===== config.mk =====
export PLATFORM = sky130hd
export DESIGN_NAME = cmp_branch_unit_flat
export DESIGN_NICKNAME = d
export VERILOG_FILES = /design/src/rtl/cmp_branch_if.sv /design/src/rtl/cmp_branch_unit.sv /design/src/flat_wrapper.sv
export SDC_FILE = /design/constraint.sdc
export NUM_CORES = 1
export LEC_CHECK = 0
export ABC_CLOCK_PERIOD_IN_PS = 2000
export CORE_ASPECT_RATIO = 0.6
export CORE_MARGIN = 1.5
export CORE_UTILIZATION = 39
export CTS_CLUSTER_DIAMETER = 50
export DETAILED_ROUTE_END_ITERATION = 12
export GPL_TIMING_DRIVEN = 0
export PLACE_DENSITY_LB_ADDON = 0.2
export SYNTH_ARGS = -nofsm -noshare
export SYNTH_HDL_FRONTEND = slang
export SYNTH_SLANG_ARGS = --single-unit

===== constraint.sdc =====
create_clock -name clk -period 2 [get_ports clk]
set_clock_uncertainty 0.05 [all_clocks]
set_input_delay 0.2 -clock clk [delete_from_list [all_inputs] [get_ports clk]]
set_output_delay 0.2 -clock clk [all_outputs]
set_load 0.01 [all_outputs]

===== src/rtl/cmp_branch_if.sv =====
// Bundle between the execute-stage ALU / branch issue logic and cmp_branch_unit.
//   master : ALU flag source and branch requester (drives ex_valid, alu_op, comp_flag,
//            flag_clr, br_valid, br_cond, br_target; observes the rest)
//   slave  : cmp_branch_unit (returns br_ready, flag_reg, flag_valid, redirect,
//            redirect_pc, flush)
interface cmp_branch_if #(
   parameter int unsigned ADDR_W = 32
);
   logic              ex_valid;
   logic [3:0]        alu_op;
   logic [9:0]        comp_flag;
   logic              flag_clr;
   logic              br_valid;
   logic              br_ready;
   logic [3:0]        br_cond;
   logic [ADDR_W-1:0] br_target;
   logic [9:0]        flag_reg;
   logic              flag_valid;
   logic              redirect;
   logic [ADDR_W-1:0] redirect_pc;
   logic              flush;

   modport master (
      output ex_valid, alu_op, comp_flag, flag_clr, br_valid, br_cond, br_target,
      input  br_ready, flag_reg, flag_valid, redirect, redirect_pc, flush
   );

   modport slave (
      input  ex_valid, alu_op, comp_flag, flag_clr, br_valid, br_cond, br_target,
      output br_ready, flag_reg, flag_valid, redirect, redirect_pc, flush
   );
endinterface


===== src/rtl/cmp_branch_unit.sv =====
// Compare-flag register and conditional branch resolver.
// Captures the ALU's 10-bit compare flags on CMP, resolves branches against stored or
// same-cycle bypassed flags over a valid/ready handshake, and on a taken branch issues a
// one-cycle PC redirect followed by a flush lasting FLUSH_CYCLES cycles in total.
// Ports:
//   clk   : clock, rising edge
//   rst_n : asynchronous active-low reset
//   bus   : cmp_branch_if slave (flag capture inputs, branch handshake, redirect/flush)
module cmp_branch_unit #(
   parameter int unsigned ADDR_W       = 32,
   parameter int unsigned FLUSH_CYCLES = 2,
   parameter logic [3:0]  CMP_OP       = 4'b0111
) (
   input logic        clk,
   input logic        rst_n,
   cmp_branch_if.slave bus
);

   localparam logic [1:0] StIdle     = 2'd0;
   localparam logic [1:0] StRedirect = 2'd1;
   localparam logic [1:0] StFlush    = 2'd2;

   localparam logic [3:0] FlushLoad = 4'(FLUSH_CYCLES - 1);

   logic [1:0]        state_q, state_d;
   logic [3:0]        cnt_q, cnt_d;
   logic [9:0]        flag_reg_q, flag_reg_d;
   logic              flag_valid_q, flag_valid_d;
   logic              redirect_q, redirect_d;
   logic              flush_q, flush_d;
   logic [ADDR_W-1:0] redirect_pc_q, redirect_pc_d;

   logic       cmp_hit;
   logic [9:0] eff_flags;
   logic       eff_ok;
   logic       needs_flags;
   logic       br_ready;
   logic       taken;

   // Flags from a CMP in the same cycle bypass the register.
   always_comb begin
      cmp_hit     = bus.ex_valid && (bus.alu_op == CMP_OP);
      eff_flags   = cmp_hit ? bus.comp_flag : flag_reg_q;
      eff_ok      = cmp_hit ? 1'b1 : flag_valid_q;
      needs_flags = (bus.br_cond <= 4'd9);
      // Gated by rst_n so the requester sees no acceptance while reset is held.
      br_ready    = rst_n && (state_q == StIdle) && (!needs_flags || eff_ok);
      taken       = needs_flags ? eff_flags[bus.br_cond] : (bus.br_cond == 4'd10);
   end

   always_comb begin
      flag_reg_d    = flag_reg_q;
      flag_valid_d  = flag_valid_q;
      state_d       = state_q;
      cnt_d         = cnt_q;
      redirect_d    = 1'b0;
      flush_d       = 1'b0;
      redirect_pc_d = redirect_pc_q;

      // Capture wins over a coincident clear; flag_reg itself is never cleared.
      if (cmp_hit) begin
         flag_reg_d   = bus.comp_flag;
         flag_valid_d = 1'b1;
      end else if (bus.flag_clr) begin
         flag_valid_d = 1'b0;
      end

      case (state_q)
         StIdle: begin
            if (bus.br_valid && br_ready && taken) begin
               redirect_pc_d = bus.br_target;
               redirect_d    = 1'b1;
               flush_d       = 1'b1;
               state_d       = StRedirect;
            end
         end
         StRedirect: begin
            if (FLUSH_CYCLES > 1) begin
               cnt_d   = FlushLoad;
               flush_d = 1'b1;
               state_d = StFlush;
            end else begin
               state_d = StIdle;
            end
         end
         StFlush: begin
            cnt_d = cnt_q - 4'd1;
            if (cnt_q <= 4'd1) begin
               state_d = StIdle;
            end else begin
               flush_d = 1'b1;
            end
         end
         default: state_d = StIdle;
      endcase
   end

   always_ff @(posedge clk or negedge rst_n) begin
      if (!rst_n) begin
         state_q       <= StIdle;
         cnt_q         <= 4'd0;
         flag_reg_q    <= 10'd0;
         flag_valid_q  <= 1'b0;
         redirect_q    <= 1'b0;
         flush_q       <= 1'b0;
         redirect_pc_q <= '0;
      end else begin
         state_q       <= state_d;
         cnt_q         <= cnt_d;
         flag_reg_q    <= flag_reg_d;
         flag_valid_q  <= flag_valid_d;
         redirect_q    <= redirect_d;
         flush_q       <= flush_d;
         redirect_pc_q <= redirect_pc_d;
      end
   end

   assign bus.br_ready    = br_ready;
   assign bus.flag_reg    = flag_reg_q;
   assign bus.flag_valid  = flag_valid_q;
   assign bus.redirect    = redirect_q;
   assign bus.redirect_pc = redirect_pc_q;
   assign bus.flush       = flush_q;

endmodule


===== src/flat_wrapper.sv =====
// flat-port wrapper written by rule: the top's interface ports become plain ports
module cmp_branch_unit_flat 
#(
   parameter int unsigned ADDR_W       = 32,
   parameter int unsigned FLUSH_CYCLES = 2,
   parameter logic [3:0]  CMP_OP       = 4'b0111
)
  (clk, rst_n, bus_ex_valid, bus_alu_op, bus_comp_flag, bus_flag_clr, bus_br_valid, bus_br_cond, bus_br_target, bus_br_ready, bus_flag_reg, bus_flag_valid, bus_redirect, bus_redirect_pc, bus_flush);
  cmp_branch_if #(.ADDR_W(ADDR_W)) bus_i ();
  input logic clk;
  input logic rst_n;
  input wire logic [$bits(bus_i.ex_valid)-1:0] bus_ex_valid;
  input wire logic [$bits(bus_i.alu_op)-1:0] bus_alu_op;
  input wire logic [$bits(bus_i.comp_flag)-1:0] bus_comp_flag;
  input wire logic [$bits(bus_i.flag_clr)-1:0] bus_flag_clr;
  input wire logic [$bits(bus_i.br_valid)-1:0] bus_br_valid;
  input wire logic [$bits(bus_i.br_cond)-1:0] bus_br_cond;
  input wire logic [$bits(bus_i.br_target)-1:0] bus_br_target;
  output wire logic [$bits(bus_i.br_ready)-1:0] bus_br_ready;
  output wire logic [$bits(bus_i.flag_reg)-1:0] bus_flag_reg;
  output wire logic [$bits(bus_i.flag_valid)-1:0] bus_flag_valid;
  output wire logic [$bits(bus_i.redirect)-1:0] bus_redirect;
  output wire logic [$bits(bus_i.redirect_pc)-1:0] bus_redirect_pc;
  output wire logic [$bits(bus_i.flush)-1:0] bus_flush;
  assign bus_i.ex_valid = bus_ex_valid;
  assign bus_i.alu_op = bus_alu_op;
  assign bus_i.comp_flag = bus_comp_flag;
  assign bus_i.flag_clr = bus_flag_clr;
  assign bus_i.br_valid = bus_br_valid;
  assign bus_i.br_cond = bus_br_cond;
  assign bus_i.br_target = bus_br_target;
  assign bus_br_ready = bus_i.br_ready;
  assign bus_flag_reg = bus_i.flag_reg;
  assign bus_flag_valid = bus_i.flag_valid;
  assign bus_redirect = bus_i.redirect;
  assign bus_redirect_pc = bus_i.redirect_pc;
  assign bus_flush = bus_i.flush;
  cmp_branch_unit #(.ADDR_W(ADDR_W), .FLUSH_CYCLES(FLUSH_CYCLES), .CMP_OP(CMP_OP)) u_core (.clk(clk), .rst_n(rst_n), .bus(bus_i));
endmodule

==> metrics.md, run 1 <==
| Metric | Value |
|---|---|
| Max reg flops | 32 |
| CP Cell Sequence | inv_2, ha_4, nand2_4, or3b_4, a211o_1, o22a_2, clkinv_4, buf_12, clkbuf_16, mux2_4 |
| Clock Sinks | 51 |
| Required @ worst endpoint | 2140 ps |
| Logic pwr share | 46.9% |
| Critical Path Start | u_core.state_q[0] |
| CTS tree | done |
| All-Layer GR Usage | 19.2% |
| Die Ht | 64.5 µm |
| Site Rows | 22 |
| RSZ-0062 raised after global routing | true |
| Initial antenna violation count | 0 |
| Worst reg-to-reg setup slack | -330 ps |
| Hold Crit Class | input port to register |
| Synth Register Bits | 51 |
| Grt peak-use layer | met2 |
| CTS Buf Count | 5 |
| Final-report hold violation count | 0 |
| Crit path DAT | 2460 ps |
| Max-slew headroom | 39.1% |
| Mapped cell area | 2460 µm² |
| IO buf count | 99 |
| Post-synthesis sequential area ratio | 51.9% |
| Router iterations before antenna repair | 4 |
| Most area-consuming cells after synthesis | dfrtp_1 (52%), mux2_4 (18%), ha_1 (3.1%), mux2_2 (2.7%), o21ai_0 (2.6%) |
| Final setup fails | 32 |
| Leakage | 0.00180 µW |
| Hold Crit Start | bus_alu_op[2] |
| CTS Buffer Depth | 2 |
| Critical Setup Path Class | register to register |
| NetSw | 1290 µW |
| Placed cell areas | 3590 µm² |
| Die Wd | 106 µm |
| Max Cap Viol | 0 |
| Ports | 101 |
| Yosys cell types | 38 |
| Max-slew violation count | 0 |
| Worst-path clk slew | 90 ps |
| YS warnings | 0 |
| Wire per inst | 16.1 µm |
| Tcrit/Tclk final | 116% |
| Met1 Use GR | 26.6% |
| Final setup TNS | -9420 ps |
| Number of global-route vias before repair | 2,019 |
| Internal power | 3060 µW |
| Top-count cell post-synth | dfrtp_1 |
| Share of total power in the clock network | 15.8% |
| Final wirelength | 6520 µm |
| Critical path's slowest cell | dfrtp_1 |
| Final non-filler cell total | 405 |
| Core Footprint | 6110 µm² |
| Via density | 4.91 |
| Reg power frac | 37.3% |
| First-pass GRT wire length | 10,100 µm |
| Share of the synthesized area in the top cell type | 51.9% |
| Grt met3 use | 5.63% |
| Die footprint | 6810 µm² |
| Clk root buf | clkbuf_8 |
| Congestion Overflow GR | 0 |
| Power Density | 1090 nW/µm² |
| Area leader, netlist | dfrtp_1 |
| Met2 Usage GRT | 29.3% |
| Largest net degree at the start of global routing | 32 |
| HPWL after DPL | 4450 µm |
| Vias | 1,987 |
| Post-synth ARST share | 100% |
| Share of layout cells above drive strength 1 | 27.7% |
| Worst skew pair latency | 290 ps |
| Syn Nets | 251 |
| Maximum VDD drop | 0.592 mV |
| Nets@finish | 382 |
| Hold WS | 387 ps |
| Failing checks | negative setup slack |
| H-tree depth | 2 |
| N_diodes | 0 |
| Placed cells | 374 |
| P&R area growth vs syn | 62.0% |
| Residual DRC count | 0 |
| Crit-path max FO | 7 |
| Slew at the pin closest to its max-slew limit | 910 ps |
| Setup crit end kind | register |
| Slowest cell delay on critical path | 410 ps |
| Synth top cells by count | dfrtp_1 (51), mux2_4 (29), nand2_1 (17) |
| Tmin final | 2330 ps |
| RD Place Congestion | 0.745 |
| Final antenna-violating net count | 0 |
| Synth Instances | 190 |
| Crit path launch type | register |
| Status | finished with violations |
| Reg2reg start | u_core.state_q[0] |
| Sw Share | 29.6% |
| Initial DRC count | 60 |
| Number of synthesized flops with an enable pin | 0 |
| Worst Slack Setup Final | -326 ps |
| Post-route cell area | 3990 µm² |
| Average cell area after synthesis | 13.0 µm² |
| Top_reg_cell synth | dfrtp_1 |
| Initial Util | 40.3% |
| Max Freq | 430 MHz |
==> kinds of logic after synthesis <==
group | share of synthesized area, %
AO/OA/AOI/OAI | 9.76
adder cells (fa/ha/maj) | 3.05
buffers and inverters | 5.19
flip-flops | 51.9
multiplexers | 21.7
AND/OR/NAND/NOR | 8.49
==> worst max-delay path: cells and delay by family (launching register included) <==
kind / cells / cell delay, ps
compound gates: 2 / 450
buf+inv: 4 / 440
flops: 1 / 410
simple gates: 2 / 410
mux: 1 / 290
fa+ha+maj: 1 / 150
==> cell type report <==
cell class              instances  area, µm²
flip-flops and latches         51       1280
multi-input cells             122       1110
clock buffers                   6       72.6
plain buffers                   5       67.6
fillers                       493       2120
inverters                      11       46.3
clock inverters                 1       30.0
well taps                      84        105
repair buffers                125       1270
==> what timing repair did <==
item                                   4_1_cts  5_1_grt
gates cloned                                 2        1
endpoints found under the hold margin       20        0
pin swaps                                    3        1
buffers inserted                            15        5
hold buffers                                 2        0
setup endpoints to repair                   35       35
resized for setup                           17       10
==> layer usage <==
metal,vias to the layer above,share of wire [%],wire [µm]
met2,61,45,2920
met1,973,48,3150
met4,0,1.2,79
met5,-,0,0
li1,945,-,-
met3,8,5.6,367
==> cell usage in the layout (no fill, tap or decap), types with 3 or more instances in the layout <==
cell	netlist	routed
nand3_1	9	9
inv_1	10	8
dfrtp_1	51	51
dlygate4sd2_1	0	5
a21oi_1	4	4
nand2_1	17	15
mux2_2	6	5
clkbuf_8	0	5
ha_1	6	4
a31oi_1	4	3
mux2_4	29	30
nor2_1	6	5
clkdlybuf4s50_1	0	91
o21ai_0	13	9
buf_4	0	18
mux2i_1	3	3
o21ai_1	0	4
buf_12	3	4
==> power by group through the flow <==
stage	sequential (µW)	combinational, µW	clock, µW
2_1_floorplan	1770	774	0
3_3_place_gp	1620	1840	0
3_5_place_dp	1630	1880	0
4_1_cts	1620	1970	716
5_1_grt	1670	2190	760
6_report	1620	2040	687
==> per-stage QoR <==
step / utilization, % / total power, µW / worst slack (ps)
after floorplan: - / 2540 / -177
after global placement: 58.5 / 3470 / -2200
after detailed placement: 58.7 / 3520 / -765
after CTS: 64.0 / 4310 / -332
after global routing: 65.3 / 4610 / -391
final: 65.3 / 4350 / -326
==> path summary, 6_finish.rpt <==
kind,endpoint,cells after the start
max in group asynchronous,u_core.bus.flag_valid,2
worst min register to register,u_core.bus.redirect_pc[11],1
worst max register to register,u_core.bus.redirect_pc[31],10
worst max-delay path,u_core.bus.redirect_pc[31],10
min in group asynchronous,u_core.bus.redirect_pc[20],3
worst min-delay path,u_core.bus.flag_valid,3
(Power assumes the default switching activity.)
==> inputs of run 2 (changes only) <==
Settings changed: CORE_MARGIN 1.5 to unset, PLACE_DENSITY set to 0.73, PLACE_DENSITY_LB_ADDON 0.2 to unset.
==> run 2 against run 1 <==
  * Cell area fell by 0.47%
  * Largest cell class unchanged
  * Register-to-register slack barely moved
  * Core utilization rose by 2.8 points
  * The flow still finishes with violations (negative setup slack)
  * Worst hold slack got worse by 37 ps
  * Final cell count fell by 1.2%
  * Combinational power barely moved
  * Largest power group unchanged
  * Worst setup slack got worse by 3.7 ps
  * Die area fell by 2.5%
  * First-iteration DRC count rose by 55%
  * Total power rose by 1.9%
  * Non-clock buffer count fell by 2
==> metrics.md, run 2 (synthesis results as in run 1) <==
| Metric | Value |
|---|---|
| Critical Path Start | u_core.state_q[1] |
| Largest net degree at the start of global routing | 41 |
| Reg-to-reg endpoint | u_core.bus.redirect_pc[24] |
| Initial DRC count | 93 |
| Status | finished with violations |
| Share of layout cells above drive strength 1 | 28.1% |
| All-Layer GR Usage | 19.2% |
| Clock Sinks | 51 |
| Critical path's slowest cell | dfrtp_1 |
| P&R area growth vs syn | 61.3% |
| Failing checks | negative setup slack |
| Crit path depth | 10 |
| Leakage | 0.00179 µW |
| Slew at the pin closest to its max-slew limit | 528 ps |
| CTS Buf Count | 5 |
| Initial antenna violation count | 0 |
| Power Density | 1120 nW/µm² |
| Crit path to | u_core.bus.redirect_pc[24] |
| IO buf count | 99 |
| Wire per inst | 15.5 µm |
| Die Wd | 105 µm |
| Required @ worst endpoint | 2140 ps |
| Max-slew headroom | 64.7% |
| Worst R2R Path Depth | 10 |
| Filler Cells Inserted | 441 |
| Reg2reg start | u_core.state_q[1] |
| Commonest non-fill, non-tap cell in the layout | clkdlybuf4s50_1 |
| Number of global-route vias before repair | 1,919 |
| Critical Setup Path Class | register to register |
| Residual DRC count | 0 |
| Via density | 4.91 |
| N_diodes | 0 |
| Router iterations before antenna repair | 5 |
| Max reg flops | 32 |
| Tmin final | 2330 ps |
| Core Footprint | 5830 µm² |
| Max Freq | 429 MHz |
| RSZ-0062 raised after global routing | true |
| First-pass GRT wire length | 9960 µm |
| Ports | 101 |
| Worst Slack Setup Final | -329 ps |
| Tcrit/Tclk final | 116% |
| Final wirelength | 6210 µm |
| Most frequent CP cell | buf_12 |
| Final setup fails | 34 |
| CP delay by family, top | compound AO/OA/AOI/OAI gates |
| Most frequent cells in the layout | clkdlybuf4s50_1 (92), dfrtp_1 (51), mux2_4 (30) |
| Vias | 1,963 |
| Worst-path clk slew | 100 ps |
| Die footprint | 6640 µm² |
| Maximum VDD drop | 0.532 mV |
| Slowest cell delay on critical path | 420 ps |
| Max Cap Viol | 0 |
| Worst reg-to-reg setup slack | -330 ps |
| Crit path DAT | 2470 ps |
| Die Ht | 63.5 µm |
| CTS Buffer Depth | 2 |
| H-tree depth | 2 |
| Max-slew violation count | 0 |
| Post-place setup slack | -843 ps |
| Clk root buf | clkbuf_8 |
| HPWL after DPL | 4310 µm |
| Worst skew pair latency | 300 ps |
| Hold-critical path depth | 3 |
| Initial Util | 42.2% |
| Share of the core filled with cells | 68.0% |
| CTS tree | done |
| Congestion Overflow GR | 0 |
| Buf+Inv Stages, Crit Path | 4 |
| Hold Crit Class | input port to register |
| Final antenna-violating net count | 0 |
| Site Rows | 21 |
| Crit path launch type | register |
| Nets@finish | 380 |
| Final-report hold violation count | 0 |
| Setup crit end kind | register |
| RD Place Congestion | 0.773 |
| CP Cell Sequence | inv_2, ha_4, nand2_2, or3b_4, a211o_1, o22a_2, clkinv_4, buf_12, buf_12, mux2_4 |
| Crit-path max FO | 6 |
| Overall power | 4430 µW |
[run 2: cell type report]
type / instances / area (µm²) / share of cell area, %
buffer: 6 / 87.6 / 2.21
clock buffer: 6 / 82.6 / 2.08
clock inverter: 2 / 38.8 / 0.977
inverter: 11 / 46.3 / 1.17
multi-input combinational: 122 / 1130 / 28.5
sequential: 51 / 1280 / 32.2
tap: 80 / 100 / 2.52
timing repair buffer: 122 / 1200 / 30.4
[run 2: metrics by stage]
step / cells / instance area, µm² / setup TNS, ps / hold slack [ps]
global placement: 369 / 3570 / -128570 / 427
CTS: 396 / 3930 / -8880 / 376
floorplan: 190 / 2480 / -5310 / -146
finish: 400 / 3970 / -8710 / 350
global route: 400 / 3970 / -10710 / 349
detailed placement: 370 / 3580 / -28110 / 76.9
[run 2: what timing repair did]
| action | CTS | global route |
|---|---|---|
| endpoints found under the setup margin | 37 | 36 |
| endpoints found under the hold margin | 11 | 0 |
| cloned | 1 | 0 |
| hold buffers | 2 | 0 |
| pin swaps | 4 | 1 |
| resized for setup | 22 | 7 |
| buffers inserted | 15 | 5 |
[run 2: power by group]
group | leakage [µW] | total (µW) | internal (µW) | switching (µW)
sequential | 0.000651 | 1610 | 1400 | 213
clock | 0.0000618 | 762 | 412 | 350
combinational | 0.00107 | 2060 | 1300 | 759
total | 0.00179 | 4430 | 3110 | 1320
[run 2: worst register-to-register path: stages, from the launching register on]
cell      delay, ps
dfrtp_1         420
inv_2            90
ha_4            130
nand2_2          50
or3b_4          390
a211o_1         240
o22a_2          220
clkinv_4        110
buf_12          110
buf_12          110
mux2_4          300
[run 2: routing by layer]
metal | wire length (µm) | GRT usage, % | vias up
li1 | - | - | 926
met1 | 3220 | 29.3 | 946
met2 | 2560 | 28.1 | 89
met3 | 418 | 4.76 | 2
met4 | 10 | 2.14 | 0
met5 | 0 | 0 | -
[run 2: worst min-delay path by stage]
stage	slack, ps	from	end
finish	350	bus_ex_valid	u_core.bus.flag_valid
global route	350	bus_ex_valid	u_core.bus.flag_valid
CTS	380	bus_alu_op[1]	u_core.bus.flag_valid
detailed placement	80	rst_n	u_core.cnt_q[0]
global placement	430	u_core.cnt_q[3]	u_core.cnt_q[3]
floorplan	-150	rst_n	u_core.bus.flag_reg[0]
==> inputs of run 3 (changes only) <==
--- a/constraint.sdc
+++ b/constraint.sdc
@@ -4,2 +4,2 @@
 set_output_delay 0.2 -clock clk [all_outputs]
-set_load 0.01 [all_outputs]
+set_load 0.05 [all_outputs]
==> run 3 against run 2 <==
  * The run still ends with negative setup slack left
  * Global-route usage increased by 1.4 points
  * Flip-flop and latch count unchanged
  * Core utilization up 1.1 points
  * Cell area grew 1.5%
  * Critical path depth is 1 lower
  * Combinational power up 49%
  * Die area unchanged
  * Largest cell class unchanged
==> metrics.md, run 3 (synthesis results as in run 1) <==
| Metric | Value |
|---|---|
| Die footprint | 6640 µm² |
| Worst reg-to-reg setup slack | -290 ps |
| RSZ-0062 raised after global routing | true |
| Wire length on met2 | 2780 µm |
| Clock Sinks | 51 |
| Hold Crit Start | bus_ex_valid |
| Worst skew pair latency | 310 ps |
| Ports | 101 |
| Worst-path clk slew | 90 ps |
| WL met3 | 488 µm |
| Final setup fails | 32 |
| Crit path launch type | input port |
| Most frequent cells in the layout | clkdlybuf4s50_1 (93), dfrtp_1 (48), mux2_4 (31) |
| Critical Setup Path Class | input port to register |
| Core Footprint | 5830 µm² |
| Status | finished with violations |
| Final wirelength | 6500 µm |
| Via density | 4.96 |
| Residual DRC count | 0 |
| IO buf count | 99 |
| Slew at the pin closest to its max-slew limit | 544 ps |
| Power Density | 1340 nW/µm² |
| Tmin final | 2300 ps |
| HPWL after DPL | 4470 µm |
| Maximum VDD drop | 0.659 mV |
| Final setup TNS | -9030 ps |
| Max-slew headroom | 63.6% |
| Vias | 1,989 |
| Max Freq | 434 MHz |
| Clk root buf | clkbuf_8 |
| Crit path DAT | 2460 ps |
| Hold endpoint | u_core.bus.flag_valid |
| RD Place Congestion | 0.791 |
| Failing checks | negative setup slack |
| CTS Buf Count | 5 |
| Initial DRC count | 72 |
| Share of layout cells above drive strength 1 | 29.6% |
| Final antenna-violating net count | 0 |
| P&R area growth vs syn | 63.8% |
| Largest net degree at the start of global routing | 27 |
| CP Cell Sequence | clkdlybuf4s50_1, or2_2, a221oi_2, or3b_4, a211o_1, o22a_2, inv_8, buf_12, mux2_4 |
| Critical path's slowest cell | clkdlybuf4s50_1 |
| N_diodes | 0 |
| Post-place setup slack | -837 ps |
| CTS Buffer Depth | 2 |
| Worst Slack Setup Final | -303 ps |
| Max reg flops | 32 |
| Worst R2R Path Depth | 9 |
| Reg-to-reg endpoint | u_core.bus.redirect_pc[8] |
| Crit-path max FO | 10 |
| Die Wd | 105 µm |
| Final-report hold violation count | 0 |
| Reg2reg start | u_core.state_q[0] |
| Met1 Wirelength | 3180 µm |
| Post-route cell area | 4030 µm² |
| Congestion Overflow GR | 0 |
| Hold-critical path depth | 3 |
| Die Ht | 63.5 µm |
| Number of global-route vias before repair | 2,020 |
| CP delay by family, top | buffers and inverters |
| First-pass GRT wire length | 10,400 µm |
| Max Cap Viol | 0 |
| H-tree depth | 2 |
| Site Rows | 21 |
| Placed cells | 370 |
| Setup crit end kind | register |
| Nets@finish | 381 |
| Initial antenna violation count | 0 |
| Max Used Layer | met4 |
| Placed cell areas | 3590 µm² |
| Tcrit/Tclk final | 115% |
| Commonest non-fill, non-tap cell in the layout | clkdlybuf4s50_1 |
| Leakage | 0.00181 µW |
| Final non-filler cell total | 401 |
| Slowest cell delay on critical path | 570 ps |
| Initial Util | 42.2% |
| Hold Crit Class | input port to register |
| All-Layer GR Usage | 20.6% |
| Required @ worst endpoint | 2150 ps |
| Wire per inst | 16.2 µm |
| Router iterations before antenna repair | 4 |
| Max-slew violation count | 0 |
| Buf+Inv Stages, Crit Path | 3 |
| Share of the core filled with cells | 69.1% |
| CTS tree | done |
## run 3: tightest hold or removal path, stage by stage
cell and delay (ps):
dlymetal6s2s_1 140, nand2_2 200, o22ai_1 120
## run 3: area by class of cell
type	count	area, µm²
multi-input cells	122	1140
fillers	435	1800
clock buffers	6	72.6
plain buffers	6	87.6
clock inverters	2	37.5
well taps	80	100
flip-flops and latches	51	1280
repair buffers	123	1260
inverters	11	48.8
## run 3: what timing repair did
item	CTS	global route
endpoints found under the hold margin	26	0
setup endpoints to repair	37	37
pin swaps	1	0
setup buffers	12	4
gates resized for setup	17	18
cloned	1	1
hold buffers	5	0
## run 3: worst max path at each step
stage	from	end	slack [ps]	depth (start not counted)
6_report	bus_br_cond[2]	u_core.bus.redirect_pc[8]	-300	9
5_1_grt	u_core.state_q[0]	u_core.bus.redirect_pc[10]	-360	9
3_3_place_gp	rst_n	u_core.bus.redirect_pc[13]	-2170	8
3_5_place_dp	bus_alu_op[3]	u_core.bus.redirect_pc[18]	-840	9
2_1_floorplan	u_core.state_q[0]	u_core.bus.redirect_pc[10]	-180	9
4_1_cts	u_core.state_q[0]	u_core.bus.redirect_pc[27]	-270	9
## run 3: layer usage
layer / up-vias / global-route usage [%]
met5: - / 0
met4: 0 / 4.82
met3: 5 / 7.25
met2: 77 / 29.8
met1: 970 / 29.3
li1: 937 / -
## run 3: power by group
group	internal, µW	switching, µW	total, µW
logic	1290	1770	3070
clock network	374	356	730
registers	1400	213	1610
total	3070	2340	5410
## run 3: metrics by stage
stage	hold WS [ps]	power [µW]
floorplan	-146	3550
global placement	426	4480
detailed placement	198	4530
CTS	396	5350
global route	329	5660
finish	327	5410
